<file path="src/rtl/mem_port_arbiter.sv">
// rtl/mem_port_arbiter.sv - shares the AXI master port between the I-cache refill FSM and the data-side requester
// Define ARB_ROUND_ROBIN_EN to alternate winners on simultaneous requests instead of fixed data-first priority.
module mem_port_arbiter #(
  parameter int ADDR_WIDTH = 32,
  parameter int BEAT_WIDTH = 4,
  parameter int TIMEOUT    = 1023
) (
  input  logic                  clk,
  input  logic                  arst,
  input  logic                  i_i_req_rd,
  input  logic [ADDR_WIDTH-1:0] i_i_addr,
  input  logic                  i_d_req_rd,
  input  logic                  i_d_req_wr,
  input  logic [ADDR_WIDTH-1:0] i_d_addr,
  input  logic                  i_r_valid,
  input  logic                  i_r_last,
  input  logic                  i_b_resp,
  output logic                  o_start_read,
  output logic                  o_start_write,
  output logic [ADDR_WIDTH-1:0] o_axi_addr,
  output logic                  o_grant_i,
  output logic                  o_grant_d,
  output logic [BEAT_WIDTH-1:0] o_beat_idx,
  output logic                  o_i_done,
  output logic                  o_d_done,
  output logic                  o_timeout
);

  typedef enum logic [2:0] {IDLE, ISSUE, RD_WAIT, WR_WAIT, DONE} state_t;

  localparam int WD_W = (TIMEOUT > 1) ? $clog2(TIMEOUT) : 1;
  localparam logic [WD_W-1:0] WD_LAST = WD_W'((TIMEOUT > 0) ? TIMEOUT - 1 : 0);

  state_t                state, state_nxt;
  logic                  win_d;
  logic                  is_wr;
  logic [ADDR_WIDTH-1:0] addr_q;
  logic [BEAT_WIDTH-1:0] beat_q;
  logic                  timeout_q;
  logic                  wd_hit;
  logic                  d_any, req_any, pick_d, pick_wr;
  logic [ADDR_WIDTH-1:0] pick_addr;
  logic                  in_wait;

  assign d_any   = i_d_req_rd | i_d_req_wr;
  assign req_any = d_any | i_i_req_rd;
  assign in_wait = (state == RD_WAIT) || (state == WR_WAIT);

`ifdef ARB_ROUND_ROBIN_EN
  logic last_d;
  // On a tie the side that lost last time wins; a lone requester always wins.
  assign pick_d = d_any & (~i_i_req_rd | ~last_d);
`else
  assign pick_d = d_any;
`endif

  assign pick_wr   = pick_d & i_d_req_wr;
  assign pick_addr = pick_d ? i_d_addr : i_i_addr;

  generate
    if (TIMEOUT != 0) begin : g_wd
      logic [WD_W-1:0] wd_cnt;
      always_ff @(posedge clk) begin
        if (!arst) begin
          wd_cnt <= '0;
        end else if (state == ISSUE) begin
          wd_cnt <= '0;
        end else if (in_wait) begin
          wd_cnt <= wd_cnt + WD_W'(1);
        end
      end
      assign wd_hit = in_wait && (wd_cnt == WD_LAST);
    end else begin : g_no_wd
      assign wd_hit = 1'b0;
    end
  endgenerate

  always_comb begin
    state_nxt = state;
    case (state)
      IDLE:    if (req_any) state_nxt = ISSUE;
      ISSUE:   state_nxt = is_wr ? WR_WAIT : RD_WAIT;
      RD_WAIT: if ((i_r_valid & i_r_last) | wd_hit) state_nxt = DONE;
      WR_WAIT: if (i_b_resp | wd_hit) state_nxt = DONE;
      DONE:    state_nxt = IDLE;
      default: state_nxt = IDLE;
    endcase
  end

  always_ff @(posedge clk) begin
    if (!arst) begin
      state     <= IDLE;
      win_d     <= 1'b0;
      is_wr     <= 1'b0;
      addr_q    <= '0;
      beat_q    <= '0;
      timeout_q <= 1'b0;
`ifdef ARB_ROUND_ROBIN_EN
      last_d    <= 1'b0;
`endif
    end else begin
      state <= state_nxt;
      if (state == IDLE && req_any) begin
        win_d  <= pick_d;
        is_wr  <= pick_wr;
        addr_q <= pick_addr;
`ifdef ARB_ROUND_ROBIN_EN
        last_d <= pick_d;
`endif
      end
      // Index is presented alongside i_r_valid, so it advances after each accepted beat.
      if (state == ISSUE) begin
        beat_q <= '0;
      end else if (state == RD_WAIT && i_r_valid) begin
        beat_q <= beat_q + BEAT_WIDTH'(1);
      end
      if (wd_hit) timeout_q <= 1'b1;
    end
  end

  assign o_start_read  = (state == ISSUE) & ~is_wr;
  assign o_start_write = (state == ISSUE) & is_wr;
  assign o_axi_addr    = addr_q;
  assign o_grant_i     = (state != IDLE) & ~win_d;
  assign o_grant_d     = (state != IDLE) & win_d;
  assign o_beat_idx    = beat_q;
  assign o_i_done      = (state == DONE) & ~win_d;
  assign o_d_done      = (state == DONE) & win_d;
  assign o_timeout     = timeout_q;

endmodule

</file>
<file path="config.mk">
export PLATFORM = sky130hd
export DESIGN_NAME = mem_port_arbiter
export DESIGN_NICKNAME = d
export VERILOG_FILES = /design/src/rtl/mem_port_arbiter.sv
export SDC_FILE = /design/constraint.sdc
export NUM_CORES = 1
export LEC_CHECK = 0
export CAP_MARGIN = 10
export CORE_AREA = 2 2 80 82
export CTS_BUF_LIST = sky130_fd_sc_hd__clkbuf_8
export DETAILED_ROUTE_END_ITERATION = 6
export DIE_AREA = 0 0 82 84
export PLACE_DENSITY = 0.93
export SETUP_SLACK_MARGIN = 0.02
export SLEW_MARGIN = 5
export SYNTH_ARGS = -nofsm -noshare
export SYNTH_HDL_FRONTEND = slang
export SYNTH_SLANG_ARGS = --single-unit
</file>
<file path="constraint.sdc">
create_clock -name clk -period 1.8 [get_ports clk]
set_input_delay 0.36 -clock clk [delete_from_list [all_inputs] [get_ports clk]]
set_output_delay 0.36 -clock clk [all_outputs]
set_load 0.02 [all_outputs]
</file>
==> flow_metrics.env, run 1 <==
export IMPL_core_um2=6100
export IMPL_cts_root_buf="clkbuf_8"
export IMPL_crit_family="flip-flops"
export IMPL_post_route_drc_count=0
export IMPL_dp_hpwl_mm=5.04
export IMPL_slew_violations=0
export IMPL_grt_max_degree=41
export IMPL_swShare=0.378
export IMPL_seqPwrFrac=0.345
export IMPL_outcome="finished, final reports clean"
export IMPL_postCtsSetupBuffers=0
export IMPL_synth_seq_cells=52
export IMPL_setup_viol=0
export IMPL_min_period_ns=1.70
export IMPL_switchingPower_uw=1990
export IMPL_clkSinkCount=52
export IMPL_ant_nets=0
export IMPL_stdcell_count=476
export IMPL_drv_cap=0
export IMPL_drive_gt1_frac=0.0977
export IMPL_io_pin_count=115
export IMPL_first_pass_iters=4
export IMPL_synthArstFlopShare=0
export IMPL_slowest_stage="dfxtp_2"
export IMPL_antenna_found_initial=0
export IMPL_postSynthAreaPerCell_um2=8.84
export IMPL_insertion_delay_ns=0.30
export IMPL_syn_area_um2=2540
export IMPL_htree_levels=2
export IMPL_cp_arrival_ns=1.34
export IMPL_critPathRequiredTime_ns=1.44
export IMPL_mostFrequentLayoutCells="108 x clkdlybuf4s50_1, 49 x dfxtp_1, 44 x nand2_1"
export IMPL_skew_ns=0.00643
export IMPL_layout_commonest_cell="clkdlybuf4s50_1"
export IMPL_start_util=0.417
export IMPL_fin_nets=473
export IMPL_area_growth_pct=51.6
export IMPL_max_freq_mhz=587
export IMPL_dpl_cell_count=468
export IMPL_cts_tree="built"
export IMPL_final_setup_tns_ns=0
export IMPL_slowest_delay_ns=0.40
export IMPL_rrSetupSlack_ns=0.25
export IMPL_critPathBufInv=1
export IMPL_synthFlopType="dfxtp_1"
export IMPL_routedWlPerCell_um=14.5
export IMPL_place_ws_ns=-0.556
export IMPL_hold_viol=0
export IMPL_fin_crit_sh=0.947
export IMPL_fin_util=0.633
export IMPL_p_per_area_nw_per_um2=1360
export IMPL_synth_warning_count=0
export IMPL_cell_internal_pwr_uw=3270
export IMPL_path_clk_slew_ns=0.09
export IMPL_synth_cell_types=38
export IMPL_ir_drop_mv=0.691
export IMPL_max_slew_margin=0.503
export IMPL_drt_iter0_markers=135
export IMPL_io_buffers=114
export IMPL_synth_edf_count=0
export IMPL_path_cells="nor4bb_1, dlygate4sd2_1"
export IMPL_worst_pin_slew_ns=0.743
export IMPL_die_h_um=84
export IMPL_fp_row_count=29
export IMPL_worst_setup_path_type="flip-flop to output pin"
export IMPL_rsz0062_at_grt="no"
export IMPL_diodes=0
export IMPL_dieArea_um2=6890
export IMPL_chipWidth_um=82
export IMPL_hold_class="flip-flop to flip-flop"
export IMPL_crit_path_end_kind="output pin"
export IMPL_grt_pass1_vias=2570
export IMPL_power_frac_clock=0.148
export IMPL_overflow=0
export IMPL_grt_pass1_wl_mm=11.3
export IMPL_grt_use_total=0.206
export IMPL_routed_via_density=5.31
export IMPL_p_leak_uw=0.00169
export IMPL_syn_nets=363
export IMPL_wirelength_mm=6.90
export IMPL_cts_buffer_depth=2
export IMPL_synth_seq_area_share=0.409
export IMPL_final_area_um2=3860
export IMPL_dpl_cell_area_um2=3750
export IMPL_critPathMaxFanout=6
export IMPL_layout_setup_ws_ns=0.0959
export IMPL_netlist_instances=288
export IMPL_critPathLaunchType="flip-flop"
export IMPL_pwr_share_comb=0.507
export IMPL_via_count=2528
export IMPL_place_gp_congestion=0.843
export IMPL_cts_inserted_buffers=5
==> Yosys cell counts (all sizes together), types with 2 or more instances <==
cell | instances | area, um2
xnor2 | 8 | 70.1
nor2b | 2 | 12.5
nand4b | 2 | 17.5
dfxtp | 52 | 1040
o211a | 32 | 320
nand4 | 3 | 18.8
buf | 12 | 116
nor2 | 22 | 82.6
nand3 | 34 | 220
ha | 3 | 37.5
mux2i | 2 | 20.0
and2b | 2 | 17.5
clkbuf | 12 | 45.0
nand2 | 44 | 165
xor2 | 4 | 35.0
nor3 | 7 | 51.3
o21ai | 34 | 170
==> per-layer routing <==
layer | GRT usage | wire length [um] | up-vias
met4 | 0.0742 | 87 | 0
met2 | 0.367 | 3610 | 78
met5 | 0 | 0 | -
met1 | 0.227 | 2730 | 1202
met3 | 0.0574 | 465 | 9
li1 | - | - | 1239
==> cell families after synthesis <==
kind of cell    after synthesis  synth area share
flops                        52             0.409
simple gates                122             0.250
xor+xnor                     12            0.0413
fa+ha+maj                     3            0.0148
mux                           2           0.00787
buf+inv                      25            0.0649
compound gates               72             0.212
==> worst register-to-register path, stage by stage, from the launching register on <==
cell	delay, ns
dfxtp_1	0.41
ha_1	0.18
nand4b_1	0.12
nor3_2	0.34
nor2_1	0.10
o311a_1	0.29
==> flip-flops by register name, summed over array words and instances, names as in the netlist <==
signal,cells
g_wd.wd_cnt,10
o_beat_idx,4
state,3
is_wr,1
o_axi_addr,32
o_timeout,1
win_d,1
==> cell type report <==
type,count,area [um2]
sequential,52,1040
tap,77,96.3
clock buffer,5,68.8
inverter,1,3.75
timing repair buffer,127,1250
clock inverter,3,38.8
fill,519,2240
multi-input combinational,211,1350
==> repair_timing <==
item | in CTS | in global routing
hold buffers | 0 | 0
endpoints found under the hold margin | 0 | 0
setup endpoints to repair | 38 | 4
gates resized for setup | 11 | 4
==> metrics by stage <==
stage | power (uW) | hold WS, ns
5_1_grt | 5570 | 0.524
4_1_cts | 5310 | 0.478
2_1_floorplan | 3450 | 0.471
3_5_place_dp | 4540 | 0.458
3_3_place_gp | 4450 | 0.459
6_report | 5260 | 0.473
==> path summary, 6_finish.rpt <==
check                               startpoint   endpoint  cells after the start
worst max-delay path                  state[2]   o_d_done                      2
worst min register to register       o_timeout  o_timeout                      1
worst min-delay path                 o_timeout  o_timeout                      1
worst max register to register  g_wd.wd_cnt[1]   state[0]                      5
==> power groups by stage <==
stage,Combinational (uW),Sequential (uW),Clock [uW]
5_1_grt,2850,1860,852
3_5_place_dp,2710,1830,0
3_3_place_gp,2640,1800,0
4_1_cts,2690,1810,803
6_report,2660,1820,778
2_1_floorplan,1300,2160,0
(Power assumes the default switching activity.)
==> run 2, diff against run 1 <==
ABC_AREA = 1   (was not set)
GPL_ROUTABILITY_DRIVEN = 0   (was not set)
PLACE_DENSITY = 0.92   (was 0.93)
==> run 2 against run 1 <==
Compared with the run above:
- sequential power decreased by 6%
- sequential share of layout area increased by 0.32 points
- routed wire length is 1.9% lower
- first-iteration DRC count is 39% higher
- maximum frequency is 0.67% higher
- global-route usage is 0.37 points lower
- utilization fell by 0.96 points
==> flow_metrics.env, run 2 <==
export IMPL_synthArstFlopShare=0
export IMPL_layout_commonest_cell="nand2_1"
export IMPL_hold_class="flip-flop to flip-flop"
export IMPL_grt_max_degree=34
export IMPL_cp_arrival_ns=1.33
export IMPL_critPathBufInv=1
export IMPL_dpl_cell_count=577
export IMPL_max_freq_mhz=591
export IMPL_fin_crit_sh=0.940
export IMPL_fin_nets=582
export IMPL_postSynthAreaPerCell_um2=6.33
export IMPL_synth_cell_types=22
export IMPL_path_clk_slew_ns=0.09
export IMPL_critPathLaunchType="flip-flop"
export IMPL_total_power_uw=4860
export IMPL_ir_drop_mv=0.774
export IMPL_synth_warning_count=0
export IMPL_diodes=0
export IMPL_final_setup_tns_ns=0
export IMPL_largest_reg_flops=32
export IMPL_startpoint="o_beat_idx[0]"
export IMPL_ant_nets=0
export IMPL_die_h_um=84
export IMPL_cts_tree="built"
export IMPL_io_buffers=114
export IMPL_p_leak_uw=0.00169
export IMPL_overflow=0
export IMPL_drive_gt1_frac=0.0454
export IMPL_slew_violations=0
export IMPL_synth_top_area_frac=0.418
export IMPL_critPathMaxFanout=5
export IMPL_dieArea_um2=6890
export IMPL_timing_rr_start="state[0]"
export IMPL_skew_ns=0.00416
export IMPL_mostFrequentLayoutCells="128 x nand2_1, 108 x clkdlybuf4s50_1, 88 x nor2_1"
export IMPL_io_pin_count=115
export IMPL_cts_inserted_buffers=5
export IMPL_max_slew_margin=0.636
export IMPL_hold_viol=0
export IMPL_stdcell_count=584
export IMPL_chipWidth_um=82
export IMPL_post_route_drc_count=0
export IMPL_core_um2=6100
export IMPL_crit_family="buffers and inverters"
export IMPL_first_pass_iters=4
export IMPL_synth_edf_count=0
export IMPL_grt_use_total=0.202
export IMPL_syn_area_um2=2490
export IMPL_insertion_delay_ns=0.29
export IMPL_area_growth_pct=52.7
export IMPL_crit_path_end_kind="output pin"
export IMPL_antenna_found_initial=0
export IMPL_min_period_ns=1.69
export IMPL_start_util=0.408
export IMPL_drt_iter0_markers=188
export IMPL_netlist_instances=393
export IMPL_slowest_delay_ns=0.63
export IMPL_rsz0062_at_grt="no"
export IMPL_routedWlPerCell_um=11.6
export IMPL_synth_most_common_cell="nand2_1"
export IMPL_critPathRequiredTime_ns=1.44
export IMPL_worst_pin_slew_ns=0.545
export IMPL_slowest_stage="clkdlybuf4s50_1"
export IMPL_cts_root_buf="clkbuf_8"
export IMPL_worst_setup_path_type="flip-flop to output pin"
export IMPL_grt_pass1_wl_mm=11.1
export IMPL_synthFlopType="dfxtp_1"
export IMPL_setup_viol=0
export IMPL_hp_start="is_wr"
export IMPL_htree_levels=2
export IMPL_outcome="finished, final reports clean"
export IMPL_synth_commonest_cells="128 x nand2_1, 88 x nor2_1, 52 x dfxtp_1, 35 x o21ai_0, 27 x inv_1"
export IMPL_path_cells="clkdlybuf4s50_1"
export IMPL_via_count=2754
export IMPL_wirelength_mm=6.77
export IMPL_cts_buffer_depth=2
export IMPL_fp_row_count=29
export IMPL_yosys_area_top_type="dfxtp_1"
export IMPL_syn_nets=468
export IMPL_grt_pass1_vias=2653
export IMPL_fin_util=0.623
export IMPL_drv_cap=0
export IMPL_p_per_area_nw_per_um2=1280
export IMPL_synthTopCellsByArea="dfxtp_1 42%, nand2_1 19%, nor2_1 13%"
export IMPL_dp_hpwl_mm=5.37
export IMPL_routed_via_density=4.72
export IMPL_synth_seq_area_share=0.418
export IMPL_synth_seq_cells=52
export IMPL_clkSinkCount=52
-- run 2: changes by cell type after synthesis, sizes merged, moves of 8 or more --
cell / previous run / this run
a21oi: 0 / 14
nand3: 34 / 13
inv: 1 / 29
nor2: 22 / 91
o211a: 32 / 0
nand2: 44 / 128
xnor2: 8 / 0
-- run 2: final cells by class --
cell class / instances / area, um2
Tap cell: 77 / 96.3
Fill cell: 575 / 2300
Timing Repair Buffer: 123 / 1210
Clock inverter: 2 / 8.76
Clock buffer: 5 / 68.8
Inverter: 29 / 109
Multi-Input combinational cell: 296 / 1270
Sequential cell: 52 / 1040
-- run 2: repair_timing --
action	in CTS	in global routing
hold buffers	0	0
resized for setup	6	7
setup buffers	0	0
setup endpoints to repair	6	5
hold endpoints to repair	0	0
-- run 2: worst paths after layout --
path	depth (start not counted)	endpoint	slack, ns
worst max-delay path	1	o_beat_idx[0]	0.11
worst min-delay path	2	is_wr	0.48
worst max register to register	8	o_axi_addr[23]	0.23
worst min register to register	2	is_wr	0.48
-- run 2: cells by family after synthesis --
logic type,count (synthesis),share of synthesized area
AOI/OAI and AO/OA,55,0.116
adders and majority gates,3,0.0151
xor gates and xnor gates,1,0.00352
and+or+nand+nor,237,0.374
buffers and inverters,45,0.0729
DFF,52,0.418
-- run 2: metrics by stage --
step                      worst slack (ns)  instance area, um2  hold slack, ns
after global routing                0.0267                3800           0.499
after global placement              0.0570                3730           0.444
after CTS                           0.0299                3800           0.481
after detailed placement           -0.0640                3730           0.466
after floorplan                      0.550                2490           0.445
final                                0.107                3800           0.480
-- run 2: metal layers --
metal,track usage,part of all wire,vias to the layer above
li1,-,-,1440
met1,0.218,0.39,1215
met2,0.378,0.52,93
met3,0.0476,0.078,6
met4,0.0621,0.012,0
met5,0,0,-
-- run 2: power breakdown --
group	total (uW)	internal [uW]	switching [uW]
combinational	2540	1090	1450
clock	608	260	348
sequential	1710	1510	200
